File: config.mk
export PLATFORM = sky130hd
export DESIGN_NAME = bnn_img_loader
export DESIGN_NICKNAME = d
export VERILOG_FILES = /design/src/rtl/bnn_img_loader.sv
export SDC_FILE = /design/constraint.sdc
export NUM_CORES = 2
export LEC_CHECK = 0
export BUFFER_PORTS_ARGS = -buffer_cell sky130_fd_sc_hd__clkbuf_2
export CAP_MARGIN = 40
export CORE_AREA = 2 2 319 321
export CTS_BUF_LIST = sky130_fd_sc_hd__clkbuf_16
export CTS_CLUSTER_SIZE = 25
export DETAILED_ROUTE_END_ITERATION = 6
export DIE_AREA = 0 0 321 323
export PLACE_DENSITY_LB_ADDON = 0.05
export SYNTH_ARGS = -nofsm -noshare
export SYNTH_HDL_FRONTEND = slang
export SYNTH_SLANG_ARGS = --single-unit
File: constraint.sdc
create_clock -name clk -period 7.6 [get_ports clk]
set_input_delay 1.52 -clock clk [delete_from_list [all_inputs] [get_ports clk]]
set_output_delay 1.52 -clock clk [all_outputs]
set_load 0.02 [all_outputs]
File: src/rtl/bnn_img_loader.sv
// Streams a 784-bit binary image into the BNN core one byte at a time, fires the start pulse and returns the result.
// Optional WAIT watchdog is enabled by defining BNN_LOADER_TIMEOUT_EN.
module bnn_img_loader #(
    parameter int TIMEOUT_CYCLES = 255
) (
    input  logic       clk,
    input  logic       rst,
    input  logic [7:0] in_data,
    input  logic       in_valid,
    output logic       in_ready,
    output logic       img_out [0:783],
    output logic       bnn_write_enable,
    input  logic [7:0] bnn_result_in,
    input  logic       bnn_result_ready,
    output logic [7:0] res_data,
    output logic       res_valid,
    input  logic       res_ready,
    output logic       res_err,
    output logic       busy
);

    typedef enum logic [1:0] {
        LOAD,
        START,
        WAIT,
        OUT
    } state_t;

    state_t       r_state;
    state_t       w_nextState;
    logic [6:0]   r_byteCnt;
    logic [783:0] r_img;
    logic [7:0]   r_resData;
    logic         w_accept;
    logic         w_lastByte;
    logic         w_resultHit;
    logic         w_timeout;

    assign w_accept    = in_valid && (r_state == LOAD);
    assign w_lastByte  = (r_byteCnt == 7'd97);
    assign w_resultHit = bnn_result_ready && (r_state == WAIT);

`ifdef BNN_LOADER_TIMEOUT_EN
    localparam int WdW = $clog2(TIMEOUT_CYCLES + 1);

    logic [WdW-1:0] r_wdog;
    logic           r_resErr;

    // Watchdog clears in START so it holds 0 on the first WAIT cycle; a real result on the expiry cycle wins.
    assign w_timeout = (r_state == WAIT) && !bnn_result_ready && (r_wdog == WdW'(TIMEOUT_CYCLES - 1));

    always_ff @(posedge clk) begin
        if (rst) begin
            r_wdog   <= '0;
            r_resErr <= 1'b0;
        end else begin
            if (r_state == START) begin
                r_wdog <= '0;
            end else if (r_state == WAIT) begin
                r_wdog <= r_wdog + 1'b1;
            end
            if (w_timeout) begin
                r_resErr <= 1'b1;
            end else if (w_resultHit || ((r_state == OUT) && res_ready)) begin
                r_resErr <= 1'b0;
            end
        end
    end

    assign res_err = r_resErr;
`else
    assign w_timeout = 1'b0;
    assign res_err   = 1'b0;
`endif

    always_ff @(posedge clk) begin
        if (rst) begin
            r_state <= LOAD;
        end else begin
            r_state <= w_nextState;
        end
    end

    always_comb begin
        w_nextState      = r_state;
        in_ready         = 1'b0;
        bnn_write_enable = 1'b0;
        res_valid        = 1'b0;
        busy             = 1'b1;
        case (r_state)
            LOAD: begin
                in_ready = 1'b1;
                busy     = 1'b0;
                if (w_accept && w_lastByte) begin
                    w_nextState = START;
                end
            end
            START: begin
                bnn_write_enable = 1'b1;
                w_nextState      = WAIT;
            end
            WAIT: begin
                if (bnn_result_ready || w_timeout) begin
                    w_nextState = OUT;
                end
            end
            OUT: begin
                res_valid = 1'b1;
                if (res_ready) begin
                    w_nextState = LOAD;
                end
            end
            default: w_nextState = LOAD;
        endcase
    end

    // Image bits only change while loading, so the core sees a frozen image from START until the next frame.
    always_ff @(posedge clk) begin
        if (rst) begin
            r_byteCnt <= 7'd0;
            r_img     <= '0;
            r_resData <= 8'h00;
        end else begin
            if (w_accept) begin
                r_img[{r_byteCnt, 3'b000} +: 8] <= in_data;
                r_byteCnt <= w_lastByte ? 7'd0 : r_byteCnt + 7'd1;
            end
            if (w_resultHit) begin
                r_resData <= bnn_result_in;
            end else if (w_timeout) begin
                r_resData <= 8'hFF;
            end
        end
    end

    always_comb begin
        for (int i = 0; i < 784; i++) begin
            img_out[i] = r_img[i];
        end
    end

    assign res_data = r_resData;

endmodule
==> metrics.csv <==
stage;metric;value;unit
detailed_routing;route.vias.total;25200;
placed_design;dp_hpwl;98.2;mm
global_route;grt.overflow.total;0;
setup_path;path_max_fanout;39;
clock_tree;cts_tree;built;
yosys;syn-num-nets;3197;
clock_tree;clock_latency;670;ps
cells_and_area;drive_above_1_share;27.8;%
yosys;synth-warning-count;0;
sta;rsz0062_at_grt;no;
min_path;hp-class;reg2reg;
pwr;power_leakage;18.9;nW
sta;worstMarginPinSlew;895;ps
yosys;synth_edf_count;0;
floorplan;ios;818;
detailed_routing;drc;0;
global_route;antenna_found_initial;3;
placed_design;portBuffers;816;
yosys;synthDistinctLibCells;60;
clock_tree;postCtsSetupRepairBufs;0;
sta;hold_viol_final;0;
floorplan;die_w;321;um
yosys;yosysSeqAreaShare;48.1;%
cells_and_area;seqCellArea;0.0160;mm^2
sta;min_period_over_period;52.9;%
setup_path;critical_path_class;reg2reg;
pwr;power_density;227;mW/mm^2
job;drv_cap;0;
detailed_routing;drt_iter0_markers;1484;
setup_path;worstPathRequired;8140;ps
yosys;synth-main-ff-cell;dfxtp_1;
cells_and_area;multi_input_area;0.0165;mm^2
sta;timing.fmax;249;MHz
clock_tree;ctsHoldBuffers;0;
floorplan;rows;117;
cells_and_area;nets;3934;
clock_tree;cts_sinks;801;
sta;fin_skew;18.4;ps
sta;slew_viol_final;0;
cells_and_area;final.fill_count;10000;
placed_design;gp_congestion;0.792;
clock_tree;cts-root-buf;clkbuf_16;
yosys;synth_top_area_share;48.1;%
placed_design;pre_cts_ws;3580;ps
floorplan;start_util;33.1;%
clock_tree;cts.htree.levels;3;
sta;period_needed;4020;ps
yosys;synth_top_cell_by_area;dfxtp_1;
clock_tree;post_cts_resized;0;
yosys;synthTopCellsByArea;dfxtp_1 (48%), mux2i_1 (24%), nand2b_1 (15%);
cells_and_area;fin_util;41.6;%
sta;fin_ws;3580;ps
setup_path;end_kind;register;
global_route;grt_pass1_vias;24900;
yosys;syn-cell-area;0.0333;mm^2
detailed_routing;drt-total-wl;136;mm
setup_path;critPathArrivalTime;4560;ps
sta;finalSetupTns;0;ps
floorplan;die_h;323;um
clock_tree;numCtsBuffers;93;
floorplan;dieArea;0.104;mm^2
run_status;status;finished clean;
detailed_routing;drt_pass1_iterations;5;
detailed_routing;drtAntennaViolNets;0;
clock_tree;clock_path_buffers;3;
yosys;synth-seq-cells;801;
global_route;grt_max_degree;106;
floorplan;fp.coreArea;0.101;mm^2
global_route;grt_first_pass_wirelength;189;mm
yosys;ys_async_sr_fraction;0;%
pwr;ir_worst_vdd;0.000142;V
clock_tree;clk_pin_slew;60;ps
cells_and_area;syn2layout_area_growth;25.6;%
yosys;netlist_instances;3167;
sta;relSlewSlack;40.2;%
global_route;grt_use_total;25.1;%
detailed_routing;wire_per_inst;25.6;um
sta;setup_violations;0;
yosys;syn-mean-instance-area;10.5;um^2
setup_path;startpoint_type;register;
detailed_routing;avgViaCountPerCell;4.77;
==> worst paths after layout <==
path / from / end / slack [ps] / cells past startpoint
worst min register to register: res_data[2]$_SDFFE_PP0P_ / res_data[2]$_SDFFE_PP0P_ / 450 / 2
worst max-delay path: r_byteCnt[0]$_SDFFE_PP0P_ / r_img[717]$_SDFFE_PP0P_ / 3580 / 8
worst max register to register: r_byteCnt[0]$_SDFFE_PP0P_ / r_img[717]$_SDFFE_PP0P_ / 3580 / 8
worst min-delay path: res_data[2]$_SDFFE_PP0P_ / res_data[2]$_SDFFE_PP0P_ / 450 / 2
==> cells in the mapped netlist, types with 3 or more instances <==
cell	instances
dfxtp_1	801
ha_1	9
a211oi_1	3
clkbuf_1	185
buf_2	38
nor3_4	41
nor3_1	15
a21oi_1	11
nand2b_1	789
or2_2	3
or3_1	35
nor2_1	45
xor2_1	5
inv_1	7
nand3_2	10
nand2_1	138
nand4_1	6
buf_1	4
nor2b_1	11
nor2_2	3
xnor2_1	5
nand3_1	141
mux2i_1	785
nand4b_1	17
and2_0	3
buf_4	8
nor4_1	4
nor3_2	7
==> cell families (layout without fill, tap and decap cells) <==
kind of cell	Yosys count	in the layout	share of synthesized area, %
and+or+nand+nor	1282	1282	23.8
buffers and inverters	243	1053	2.99
other	1	3	0.0112
DFF	801	801	48.1
xor gates and xnor gates	11	11	0.312
muxes	785	785	23.6
adders and majority gates	9	9	0.338
AOI/OAI and AO/OA	35	35	0.863
==> cells in the final DEF, fill, tap and decap left out, types with 4 or more instances in the layout <==
master / n
clkinv_2: 16
inv_1: 35
clkbuf_2: 815
nor3_1: 14
nor3_4: 41
buf_4: 45
nor3_2: 8
nand2b_1: 781
xor2_1: 5
buf_8: 5
ha_1: 9
nor2_1: 40
nand3_2: 10
clkinv_1: 20
dfxtp_1: 801
xnor2_1: 4
nand4b_1: 17
nand4_1: 6
clkbuf_16: 97
a21oi_1: 11
nor2b_4: 8
nand2b_2: 8
nor2_2: 5
nand3_1: 141
mux2i_1: 785
buf_16: 11
nor4_1: 4
or3_1: 35
nand2_1: 138
==> registers in the layout, indices dropped and copies added, names as in the netlist <==
register,cells
r_byteCnt,7
res_data,8
r_img,784
r_state,2
==> worst max-delay path: stages (launching register included) <==
cell	delay, ps
dfxtp_1	800
inv_1	190
ha_1	460
xor2_1	390
o2bb2ai_4	150
buf_4	460
nand3_1	430
or3_1	770
mux2i_1	210
==> layer usage <==
layer / GRT usage, % / vias up / wire, um
met2: 42.1 / 715 / 64400
met3: 7.43 / 195 / 9600
met5: 0 / - / 41
met1: 31.0 / 12200 / 57500
met4: 7.56 / 6 / 3940
li1: - / 12200 / -
==> metrics by stage <==
step           hold slack [ps]  power (W)  instance area (um^2)  instances
5_1_grt                    482    0.00983                 41900       5286
3_3_place_gp               448    0.00528                 38600       5094
4_1_cts                    458    0.00963                 41900       5286
3_5_place_dp               450    0.00536                 39000       5118
2_1_floorplan              511    0.00491                 33300       3167
6_report                   455    0.00950                 41900       5288
==> final cells by class <==
type                            instances  area share [%]
Antenna cell                            2          0.0120
Clock buffer                           97            5.80
Clock inverter                         71           0.956
Inverter                                7          0.0628
Multi-Input combinational cell       2123            39.4
Sequential cell                       801            38.3
Tap cell                             1309            3.91
Timing Repair Buffer                  878            11.5
==> report_power, final <==
group	switching, W	internal [W]
registers	0.0000201	0.00421
clock network	0.00185	0.00239
logic	0.000742	0.000277
total	0.00262	0.00688
(Power assumes the default switching activity.)
